File: src/rtl/store_pkg.sv
// Shared types for the store read-modify-write unit: op codes, FSM states, lane mask.
package store_pkg;

  localparam int unsigned LaneW = 4;

  typedef logic [LaneW-1:0] lane_mask_t;

  localparam lane_mask_t LaneAll = '1;

  typedef enum logic [1:0] {
    OpSw  = 2'b00,
    OpSh  = 2'b01,
    OpSb  = 2'b10,
    OpIll = 2'b11
  } store_op_e;

  typedef enum logic [1:0] {
    StIdle  = 2'b00,
    StRead  = 2'b01,
    StWrite = 2'b10,
    StErr   = 2'b11
  } store_state_e;

  // Illegal op, or a word/half store that is not naturally aligned.
  function automatic logic is_rejected(store_op_e op, logic [1:0] lo);
    return (op == OpIll) || ((op == OpSw) && (lo != 2'b00)) || ((op == OpSh) && lo[0]);
  endfunction

endpackage

File: src/rtl/store_rmw_unit_if.sv
// Request and RAM-side bus of the store RMW unit; master is the environment, slave the unit.
interface store_rmw_unit_if;

  logic        req_valid;
  logic        req_ready;
  logic [31:0] req_addr;
  logic [31:0] req_data;
  logic [1:0]  req_op;
  logic [29:0] mem_addr;
  logic        mem_rd_en;
  logic [31:0] mem_rdata;
  logic        mem_wr_en;
  logic [31:0] mem_wdata;
  logic [3:0]  mem_be;
  logic        done;
  logic        err;

  modport master (
    output req_valid, req_addr, req_data, req_op, mem_rdata,
    input  req_ready, mem_addr, mem_rd_en, mem_wr_en, mem_wdata, mem_be, done, err
  );

  modport slave (
    input  req_valid, req_addr, req_data, req_op, mem_rdata,
    output req_ready, mem_addr, mem_rd_en, mem_wr_en, mem_wdata, mem_be, done, err
  );

endinterface

File: src/rtl/store_merge.sv
// Combinational lane-mask generation and byte merge of new store data into an old RAM word.
module store_merge
  import store_pkg::*;
(
  input  logic [1:0]  addr,
  input  store_op_e   op,
  input  logic [31:0] old_word,
  input  logic [31:0] new_data,
  output lane_mask_t  be,
  output logic [31:0] merged
);

  logic [31:0] repl;

  always_comb begin
    be     = '0;
    repl   = new_data;
    merged = old_word;
    case (op)
      OpSw: be = LaneAll;
      OpSh: begin
        be   = addr[1] ? 4'b1100 : 4'b0011;
        repl = {2{new_data[15:0]}};
      end
      OpSb: begin
        be   = lane_mask_t'(1) << addr;
        repl = {4{new_data[7:0]}};
      end
      default: be = '0;
    endcase
    for (int i = 0; i < LaneW; i++) begin
      if (be[i]) merged[8*i +: 8] = repl[8*i +: 8];
    end
  end

endmodule

File: src/rtl/store_rmw_unit.sv
// Store unit for a word-only synchronous RAM: SW writes directly, SH/SB read-modify-write.
module store_rmw_unit
  import store_pkg::*;
(
  input logic             clk,
  input logic             reset,
  store_rmw_unit_if.slave bus
);

  store_state_e state_q;
  logic         ready_q;
  logic         rd_q;
  logic         wr_q;
  logic         done_q;
  logic         err_q;
  lane_mask_t   be_q;
  logic [31:0]  wdata_q;
  logic [31:0]  addr_q;
  logic [31:0]  data_q;
  store_op_e    op_q;

  store_op_e    req_op;
  lane_mask_t   merge_be;
  logic [31:0]  merged;

  assign req_op = store_op_e'(bus.req_op);

  store_merge u_merge (
    .addr     (addr_q[1:0]),
    .op       (op_q),
    .old_word (bus.mem_rdata),
    .new_data (data_q),
    .be       (merge_be),
    .merged   (merged)
  );

  always_ff @(posedge clk) begin
    if (!reset) begin
      state_q <= StIdle;
      ready_q <= 1'b0;
      rd_q    <= 1'b0;
      wr_q    <= 1'b0;
      done_q  <= 1'b0;
      err_q   <= 1'b0;
      be_q    <= '0;
      wdata_q <= '0;
      addr_q  <= '0;
      data_q  <= '0;
      op_q    <= OpSw;
    end else begin
      rd_q   <= 1'b0;
      wr_q   <= 1'b0;
      done_q <= 1'b0;
      err_q  <= 1'b0;
      case (state_q)
        StIdle: begin
          if (bus.req_valid && ready_q) begin
            addr_q  <= bus.req_addr;
            data_q  <= bus.req_data;
            op_q    <= req_op;
            ready_q <= 1'b0;
            if (is_rejected(req_op, bus.req_addr[1:0])) begin
              state_q <= StErr;
              err_q   <= 1'b1;
            end else if (req_op == OpSw) begin
              state_q <= StWrite;
              wr_q    <= 1'b1;
              done_q  <= 1'b1;
              be_q    <= LaneAll;
              wdata_q <= bus.req_data;
            end else begin
              state_q <= StRead;
              rd_q    <= 1'b1;
            end
          end else begin
            ready_q <= 1'b1;
          end
        end
        StRead: begin
          state_q <= StWrite;
          wr_q    <= 1'b1;
          done_q  <= 1'b1;
          be_q    <= merge_be;
        end
        StWrite: begin
          state_q <= StIdle;
          ready_q <= 1'b1;
          be_q    <= '0;
          wdata_q <= '0;
        end
        StErr: begin
          state_q <= StIdle;
          ready_q <= 1'b1;
        end
        default: state_q <= StIdle;
      endcase
    end
  end

  assign bus.req_ready = ready_q;
  assign bus.mem_addr  = addr_q[31:2];
  assign bus.mem_rd_en = rd_q;
  assign bus.mem_wr_en = wr_q;
  assign bus.mem_be    = be_q;
  assign bus.done      = done_q;
  assign bus.err       = err_q;
  // Sub-word stores merge into the word the RAM returns during WRITE.
  assign bus.mem_wdata = ((state_q == StWrite) && (op_q != OpSw)) ? merged : wdata_q;

endmodule

File: src/flat_wrapper.sv
// flat-port wrapper written by rule: the top's interface ports become plain ports
module store_rmw_unit_flat import store_pkg::*;
  (clk, reset, bus_req_valid, bus_req_addr, bus_req_data, bus_req_op, bus_mem_rdata, bus_req_ready, bus_mem_addr, bus_mem_rd_en, bus_mem_wr_en, bus_mem_wdata, bus_mem_be, bus_done, bus_err);
  store_rmw_unit_if bus_i ();
  input logic clk;
  input logic reset;
  input wire logic [$bits(bus_i.req_valid)-1:0] bus_req_valid;
  input wire logic [$bits(bus_i.req_addr)-1:0] bus_req_addr;
  input wire logic [$bits(bus_i.req_data)-1:0] bus_req_data;
  input wire logic [$bits(bus_i.req_op)-1:0] bus_req_op;
  input wire logic [$bits(bus_i.mem_rdata)-1:0] bus_mem_rdata;
  output wire logic [$bits(bus_i.req_ready)-1:0] bus_req_ready;
  output wire logic [$bits(bus_i.mem_addr)-1:0] bus_mem_addr;
  output wire logic [$bits(bus_i.mem_rd_en)-1:0] bus_mem_rd_en;
  output wire logic [$bits(bus_i.mem_wr_en)-1:0] bus_mem_wr_en;
  output wire logic [$bits(bus_i.mem_wdata)-1:0] bus_mem_wdata;
  output wire logic [$bits(bus_i.mem_be)-1:0] bus_mem_be;
  output wire logic [$bits(bus_i.done)-1:0] bus_done;
  output wire logic [$bits(bus_i.err)-1:0] bus_err;
  assign bus_i.req_valid = bus_req_valid;
  assign bus_i.req_addr = bus_req_addr;
  assign bus_i.req_data = bus_req_data;
  assign bus_i.req_op = bus_req_op;
  assign bus_i.mem_rdata = bus_mem_rdata;
  assign bus_req_ready = bus_i.req_ready;
  assign bus_mem_addr = bus_i.mem_addr;
  assign bus_mem_rd_en = bus_i.mem_rd_en;
  assign bus_mem_wr_en = bus_i.mem_wr_en;
  assign bus_mem_wdata = bus_i.mem_wdata;
  assign bus_mem_be = bus_i.mem_be;
  assign bus_done = bus_i.done;
  assign bus_err = bus_i.err;
  store_rmw_unit u_core (.clk(clk), .reset(reset), .bus(bus_i));
endmodule
File: config.mk
export PLATFORM = sky130hd
export DESIGN_NAME = store_rmw_unit_flat
export DESIGN_NICKNAME = d
export VERILOG_FILES = /design/src/rtl/store_pkg.sv /design/src/rtl/store_rmw_unit_if.sv /design/src/rtl/store_merge.sv /design/src/rtl/store_rmw_unit.sv /design/src/flat_wrapper.sv
export SDC_FILE = /design/constraint.sdc
export NUM_CORES = 1
export LEC_CHECK = 0
export ABC_AREA = 1
export CORE_MARGIN = 2
export CORE_UTILIZATION = 47
export CTS_BUF_LIST = sky130_fd_sc_hd__clkbuf_16
export DETAILED_ROUTE_END_ITERATION = 6
export GPL_TIMING_DRIVEN = 0
export PLACE_DENSITY = 0.81
export SLEW_MARGIN = 5
export SYNTH_ARGS = -nofsm -noshare
export SYNTH_HDL_FRONTEND = slang
export SYNTH_SLANG_ARGS = --single-unit
File: constraint.sdc
create_clock -name clk -period 2.2 [get_ports clk]
set_input_delay 0.22 -clock clk [delete_from_list [all_inputs] [get_ports clk]]
set_output_delay 0.22 -clock clk [all_outputs]
set_load 0.01 [all_outputs]
==> results.md, run 1 <==
* Status: finished with violations
* Violated checks: negative setup slack
* Place WS at -0.399 ns
* Design area at 0.00809 sq mm
* Worst-skew pair later-pin latency at roughly 0.34 ns
* Max Clock Skew at 0.0123 ns
* DR vias at 6214
* Max-slew violations at 0
* Peak Freq at 449 MHz
* GR Util met3 at about 7%
* Final period utilization at 101%
* Worst R2R Setup Slack at a little over 0.4 ns
* Die Area at approximately 0.013 sq mm
* DP Cell Count at around 1200
* Top cells by area, synth: dfxtp_1, nand2_1, nor2_1, buf_4, a21oi_1
* PD cells at just over 700 mW/mm^2
* Slew of the pin with the lowest slew margin at around 0.7 ns
* First-pass GRT wire length at around 29000 um
* Number of buffers added on ports at 170
* Yosys warns at 0
* DR iter-0 viols at roughly 540
* Number of routed nets with antenna violations at 0
* Placer congestion estimate at between 0.9 and 1
* Syn Area/Cell at approximately 6.3 sq um
* Hold buffers post-CTS at 0
* Initial antenna violation count at 0
* Gr usage total at between 20% and 30%
* Worst hold path depth at 3
* CTS Buf Count at 9
* Diodes inserted at 0
* Initial Utilization at 48.3%
* Post-Route WL at 18500 um
* Crit Reg-Reg Startpoint: u_core.state_q[0]$_SDFFE_PN0P_
* Post-synthesis cell type count at 20
* Sequential area share after synthesis at roughly two fifths
* # IOs at 172
* TritonCTS clock tree: built
* H-tree lvl count at 3
* WP data arrival at 2.01 ns
* Synth Register Bits at 108
* DR WL/cell at around 15 um
* Vias in the first global route at between 5000 and 6000
* CTS root buffer: clkbuf_16
* Slew margin rel. at 54.5%
* Die Ht at around 110 um
* GRT overflow at 0
* Worst reg2reg path endpoint: u_core.wdata_q[4]$_SDFFE_PN0P_
* Top cell type's share of synthesized area at roughly two fifths
* Post-synth top area cell: dfxtp_1
* Hold_sp: reset
* Largest net degree at the start of global routing at 19
* LEAKAGE at roughly 3.7 nW
* Peak supply drop at around 0.43 mV
* Non-Filler Instances at ~1200
* Util after Layout at 70.8%
* Vias per inst at ~5
* Clock-pin slew on the worst setup and hold paths at 0.08 ns
* WS Path Type: register to output pin
* CTS sink cnt at about 110
* DRC at 0
* Area grow syn2layout at 46.6%
* DP HPWL at between 10000 and 15000 um
* Tmin final at about 2.2 ns
* Total core area at around 0.011 sq mm
* Synthesized area at between 0.005 and 0.006 sq mm
* Final Hold Viols at 0
* Critical Path Start Type: register
* Max Root-Sink Buffers at 2
* Initial DRT Pass Iterations at 5
* Worst Setup Slack, final at -0.0254 ns
* Critical path peak fanout at 4
* Fillcell total at between 900 and 1000
* GRT busiest layer: met2
* Endpoint type of the worst setup path: output pin
* Met1 Usage GRT at between 30% and 40%
* CP required at 1.98 ns
* Fin nets at ~1200
* # rows at 39
* Mapped Cells at 882
* Synthesized net count at 987
* Max_cap viols at 0
* Final Setup Violations at 3
* Die Wd at 112 um
* Placed inst area at 0.00740 sq mm
* WHS at 0.279 ns
* Layout cell share with drive strength beyond 1 at 15.8%
* Endpoint, Worst Hold: u_core.state_q[1]$_SDFFE_PN0P_
* Met2 Use GR at roughly 48%
* RSZ-0062 raised after global routing: true
* Reg2Reg Depth at 10
* Worst hold path type: input port to register
power by group:
| group | switching, mW | internal, mW |
|---|---|---|
| combinational | 0.952 | 0.833 |
| clock | 0.766 | 1.01 |
| sequential | 0.121 | 2.15 |
stage by stage:
step | setup TNS (ns) | total power [mW]
4_1_cts | -0.0203 | 5.76
6_report | -0.0320 | 5.83
2_1_floorplan | 0 | 3.18
3_5_place_dp | -9.97 | 3.92
5_1_grt | -0.558 | 6.09
3_3_place_gp | -9.27 | 3.89
placed cells by master (no fill, tap or decap), types with 3 or more instances in the layout:
| cell type | n |
|---|---|
| buf_6 | 11 |
| dfxtp_1 | 104 |
| inv_4 | 4 |
| clkdlybuf4s15_1 | 4 |
| nand2_2 | 9 |
| nand4_1 | 8 |
| nand3_1 | 51 |
| inv_2 | 7 |
| buf_4 | 58 |
| clkbuf_1 | 11 |
| nor3_1 | 3 |
| a21oi_4 | 3 |
| a21oi_1 | 51 |
| clkdlybuf4s50_1 | 138 |
| clkbuf_16 | 10 |
| nor2_1 | 106 |
| nand2_4 | 6 |
| buf_2 | 28 |
| clkbuf_2 | 8 |
| o21ai_0 | 21 |
| o22ai_1 | 5 |
| ha_4 | 3 |
| buf_8 | 3 |
| nand2_1 | 347 |
| o21ai_1 | 8 |
| inv_1 | 58 |
flip-flops by register name (all words and copies together), names as in the netlist:
signal / flops
u_core.bus.req_ready: 1
u_core.state_q: 2
u_core.addr_q: 32
u_core.bus.mem_rd_en: 1
u_core.bus.mem_wr_en: 1
u_core.op_q: 2
u_core.bus.mem_be: 4
u_core.wdata_q: 32
u_core.data_q: 32
u_core.bus.err: 1
cells in the mapped netlist (all sizes together):
| library cell | count |
|---|---|
| buf | 64 |
| o21ai | 31 |
| nand4 | 8 |
| nand3 | 53 |
| nand2 | 362 |
| a21oi | 54 |
| nor2 | 108 |
| clkbuf | 13 |
| ha | 4 |
| nor3 | 3 |
| o22ai | 5 |
| dfxtp | 108 |
| inv | 69 |
logic make-up (layout without fill, tap and decap cells):
logic type	after synthesis	after routing	synth area share [%]
flip-flops	108	108	39.2
AO/OA/AOI/OAI	90	90	8.35
AND/OR/NAND/NOR	534	534	38.3
buffers and inverters	146	354	13.3
adder cells (fa/ha/maj)	4	4	0.907
per-layer routing:
metal	share of wire, %	vias up
met5	0	-
met4	3.7	0
met3	10	60
met2	47	325
met1	39	2722
li1	-	3107
critical path: stages, from the launching register on:
cell	delay, ns
dfxtp_4	0.39
inv_4	0.06
ha_4	0.18
buf_8	0.13
a21oi_4	0.22
nand2_2	0.10
nand2_4	0.13
buf_6	0.13
nand2_1	0.05
nand3_1	0.07
nand2_1	0.07
buf_2	0.15
worst max path at each step:
stage	from	endpoint	slack, ns	cells after the start
6_report	u_core.op_q[1]$_SDFFE_PN0P_	bus_mem_wdata[19]	-0.03	11
3_5_place_dp	u_core.op_q[0]$_SDFFE_PN0P_	bus_mem_wdata[15]	-0.40	10
4_1_cts	u_core.op_q[0]$_SDFFE_PN0P_	bus_mem_wdata[7]	-0.02	9
3_3_place_gp	u_core.op_q[0]$_SDFFE_PN0P_	bus_mem_wdata[15]	-0.39	10
2_1_floorplan	u_core.op_q[0]$_SDFFE_PN0P_	bus_mem_wdata[14]	0.43	9
5_1_grt	u_core.op_q[1]$_SDFFE_PN0P_	bus_mem_wdata[19]	-0.09	11
layout make-up:
cell class / instances / area (sq um) / share of cell area [%]
plain buffers: 77 / 558 / 6.90
clock buffers: 9 / 225 / 2.79
clock inverters: 6 / 95.1 / 1.18
inverters: 69 / 269 / 3.33
multi-input cells: 628 / 2780 / 34.4
flip-flops and latches: 108 / 2170 / 26.9
well taps: 143 / 179 / 2.21
repair buffers: 193 / 1810 / 22.3
repair_timing:
action | 4_1_cts | 5_1_grt
pin swaps | 12 | 25
setup endpoints to repair | 32 | 32
gates resized for setup | 156 | 33
cloned | 1 | 0
endpoints found under the hold margin | 0 | 0
setup buffers | 18 | 4
No activity file was read; power rests on OpenSTA's default activity.
==> run 2, diff against run 1 <==
Settings changed: ABC_AREA 1 to unset, CELL_PAD_IN_SITES_DETAIL_PLACEMENT set to 0, CELL_PAD_IN_SITES_GLOBAL_PLACEMENT set to 2, CORE_MARGIN 2 to 1.5, CORE_UTILIZATION 47 to 25, PLACE_DENSITY 0.81 to unset, PLACE_DENSITY_LB_ADDON set to 0.1.
==> run 2 against run 1 <==
The flow still finishes with violations (negative setup slack). Clock-buffer cell count is the same. Clock skew decreased by 0.0039 ns. Critical path depth shrank 2. First-iteration DRC count decreased by 58%. Combinational power is 43% lower. Setup slack worse by 0.094 ns. Utilization fell by 31 points. Register-to-register slack hardly changed. Synthesized cell count fell by 21%. Sequential share of layout area grew 0.38 points. Highest routed layer unchanged.
==> results.md, run 2 <==
* Diodes inserted at 0 (unchanged)
* Critical Path Start Type: register (unchanged)
* Number of routed nets with antenna violations at 0 (unchanged)
* DP HPWL at 14100 um (was 12800 um)
* DR WL/cell at 16.3 um (was 15.0 um)
* Max-slew violations at 0 (unchanged)
* Vias per inst at 4.58 (was 5.04)
* Endpoint type of the worst setup path: output pin (unchanged)
* Area grow syn2layout at 55.2% (was 46.6%)
* Max Clock Skew at 0.00838 ns (was 0.0123 ns)
* Hold buffers post-CTS at 0 (unchanged)
* Total core area at 0.0202 sq mm (was 0.0114 sq mm)
* Most common cell after layout, fill and taps aside: nand2_1 (unchanged)
* H-tree lvl count at 3 (unchanged)
* CTS Buf Count at 9 (unchanged)
* Place WS at -0.763 ns (was -0.399 ns)
* Mapped Cells at 695 (was 882)
* Pint at 3.44 mW (was 3.99 mW)
* Die Area at 0.0214 sq mm (was 0.0126 sq mm)
* Synthesized area at 0.00513 sq mm (was 0.00552 sq mm)
* Sequential power share at 44.2% (was 39.0%)
* Fillcell total at 2094 (was 976)
* Non-Filler Instances at 1171 (was 1233)
* Multi-input gate area at 0.00274 sq mm (was 0.00278 sq mm)
* DRC at 0 (unchanged)
* Status: finished with violations (unchanged)
* Sequential area share after synthesis at 42.1% (was 39.2%)
* Synthesized net count at 800 (was 987)
* Worst hold path type: input port to register (unchanged)
* Peak supply drop at 0.412 mV (was 0.431 mV)
* Clock power share at 34.4% (was 30.4%)
* DR iter-0 viols at 223 (was 537)
* Placer congestion estimate at 0.808 (was 0.961)
* CP required at 1.98 ns (about the same)
* LEAKAGE at 2.96 nW (was 3.65 nW)
* FF/Latch Area at 0.00217 sq mm (about the same)
* Max Root-Sink Buffers at 2 (unchanged)
* Worst Setup Slack, final at -0.119 ns (was -0.0254 ns)
* CP peak stage delay at 0.39 ns (about the same)
* EDFF count, synth at 0 (unchanged)
* Synth top cells by count: nand2_1, dfxtp_1, a21oi_1 (was nand2_1, dfxtp_1, nor2_1)
* Tmin final at 2.32 ns (was 2.23 ns)
* Met1 wire length at 8130 um (was 7190 um)
* WS Path Type: register to output pin (unchanged)
* CTS sink cnt at 108 (unchanged)
* Critical-path cell list: inv_4 > ha_4 > nor2b_4 > buf_6 > o31ai_4 > buf_12 > a311oi_2 > o31ai_1 > buf_2 (was inv_4 > ha_4 > buf_8 > a21oi_4 > nand2_2 > nand2_4 > buf_6 > nand2_1 > nand3_1 > nand2_1 > buf_2)
* Initial Utilization at 25.4% (was 48.3%)
* Initial antenna violation count at 0 (unchanged)
* Slew margin rel. at 60.8% (was 54.5%)
* Top cell type's share of synthesized area at 42.1% (was 39.2%)
* DR vias at 5358 (was 6214)
* Post-Route WL at 19000 um (was 18500 um)
* Worst path slowest cell: dfxtp_4 (unchanged)
* Die Ht at 146 um (was 112 um)
* Gr usage total at 17.8% (was 28.1%)
* Yosys warns at 0 (unchanged)
* Vias in the first global route at 5429 (was 5904)
* CTS root buffer: clkbuf_16 (unchanged)
* Largest net degree at the start of global routing at 17 (was 19)
* Violated checks: negative setup slack (unchanged)
* Combinational cell fraction of total power at 21.4% (was 30.6%)
* Critical path peak fanout at 8 (was 4)
* # rows at 52 (was 39)
* WP data arrival at 2.10 ns (was 2.01 ns)
* DR WL met2 at 9600 um (was 8740 um)
* Final Setup Violations at 18 (was 3)
* Layout cell share with drive strength beyond 1 at 18.8% (was 15.8%)
* Wire length on met3 at 1070 um (was 1870 um)
* Clock-pin slew on the worst setup and hold paths at 0.07 ns (was 0.08 ns)
* Share of async-settable or async-resettable flops after synthesis at 0% (unchanged)
* Switch Pwr at 1.30 mW (was 1.84 mW)
* Synth Flop Type: dfxtp_1 (unchanged)
* Initial DRT Pass Iterations at 5 (unchanged)
* Top Layer Used: met4 (unchanged)
* Peak Freq at 431 MHz (was 449 MHz)
* Worst-skew pair later-pin latency at 0.36 ns (was 0.34 ns)
* Fin nets at 1002 (was 1191)
* # IOs at 172 (unchanged)
* Max_cap viols at 0 (unchanged)
* Syn Area/Cell at 7.38 sq um (was 6.25 sq um)
* First-pass GRT wire length at 29400 um (was 28700 um)
* Commonest cells after routing, fill and taps aside: nand2_1, clkdlybuf4s50_1, dfxtp_1, a21oi_1, buf_4 (was nand2_1, clkdlybuf4s50_1, nor2_1, dfxtp_1)
* Post-synth top area cell: dfxtp_1 (unchanged)
* TritonCTS clock tree: built (unchanged)
* GRT overflow at 0 (unchanged)
* Top cells by area, synth: dfxtp_1, nand2_1, a21oi_1, buf_4, mux2i_1 (was dfxtp_1, nand2_1, nor2_1, buf_4, a21oi_1)
* Cell with the most instances after synthesis: nand2_1 (unchanged)
* RSZ-0062 raised after global routing: true (unchanged)
* Regs by FF count: u_core.addr_q: 32 flops, u_core.data_q: 32 flops, u_core.wdata_q: 32 flops (unchanged)
* PD cells at 595 mW/mm^2 (was 721 mW/mm^2)
* Synth Register Bits at 108 (unchanged)
* DP Cell Count at 1136 (was 1195)
* Die Wd at 146 um (was 112 um)
* Final period utilization at 105% (was 101%)
* Sw frac at 27.5% (was 31.6%)
* Slew of the pin with the lowest slew margin at 0.588 ns (was 0.682 ns)
* Number of buffers added on ports at 171 (was 170)
* Final Hold Viols at 0 (unchanged)
* Post-synthesis cell type count at 37 (was 20)
[run 2: area by class of cell]
type                       instances  area share (%)
buffer                            76            7.02
tap                              270            4.24
multi-input combinational        501            34.4
clock buffer                       9            2.83
sequential                       108            27.2
inverter                           4           0.251
clock inverter                     6           0.738
timing repair buffer             197            23.3
[run 2: metrics by stage]
stage | hold slack, ns | power [mW] | TNS, ns | utilization, % | area, sq um
2_1_floorplan | 0.337 | 2.52 | 0 | - | 5130
3_3_place_gp | 0.443 | 2.97 | -34.14 | 35.6 | 7180
3_5_place_dp | 0.445 | 2.97 | -42.18 | 35.6 | 7180
4_1_cts | 0.381 | 4.77 | -1.41 | 38.9 | 7840
5_1_grt | 0.403 | 4.96 | -3.71 | 39.5 | 7960
6_report | 0.399 | 4.74 | -1.14 | 39.5 | 7960
[run 2: power groups by stage]
stage,clock network (mW),registers [mW],logic [mW]
2_1_floorplan,0,2.11,0.411
3_3_place_gp,0,2.13,0.840
3_5_place_dp,0,2.13,0.843
4_1_cts,1.69,2.09,0.987
5_1_grt,1.76,2.10,1.10
6_report,1.63,2.09,1.02
[run 2: timing repair]
action | CTS | global route
resized for setup | 223 | 17
buffers inserted | 19 | 6
pin swaps | 24 | 32
setup endpoints to repair | 43 | 32
endpoints found under the hold margin | 0 | 0
cloned | 0 | 1
[run 2: cells by family (layout without fill, tap and decap cells)]
kind of cell / count (synthesis) / count (layout) / synth area share, %
buffers and inverters: 86 / 292 / 9.34
flip-flops: 108 / 108 / 42.1
adder cells (fa/ha/maj): 4 / 4 / 0.975
AND/OR/NAND/NOR: 303 / 303 / 23.9
XOR/XNOR: 1 / 1 / 0.171
multiplexers: 16 / 16 / 3.12
AO/OA/AOI/OAI: 177 / 177 / 20.4
[run 2: critical path, delay by kind of cell (launching register included)]
family          cells  cell delay (ns)
simple gates        1             0.14
flops               1             0.39
buf+inv             4             0.53
fa+ha+maj           1             0.17
compound gates      3             0.49
[run 2: routing by layer]
metal  vias to the layer above  GRT usage, %
met5                         -             0
met3                        15          4.97
met4                         0          4.44
li1                       2703             -
met1                      2500          20.9
met2                       140          31.8
[run 2: final timing paths]
check,from,endpoint,slack [ns],depth (start not counted)
max,u_core.op_q[0]$_SDFFE_PN0P_,bus_mem_wdata[21],-0.12,9
min reg2reg,u_core.data_q[20]$_SDFFE_PN0P_,u_core.data_q[20]$_SDFFE_PN0P_,0.45,2
min,bus_req_addr[26],u_core.addr_q[26]$_SDFFE_PN0P_,0.40,3
max reg2reg,u_core.state_q[1]$_SDFFE_PN0P_,u_core.addr_q[1]$_SDFFE_PN0P_,0.41,5
==> run 3, diff against run 2 <==
Settings changed: GPL_ROUTABILITY_DRIVEN set to 0.
==> results of run 3 <==
No change in the layout: final DEF, timing and power equal those of run 2.
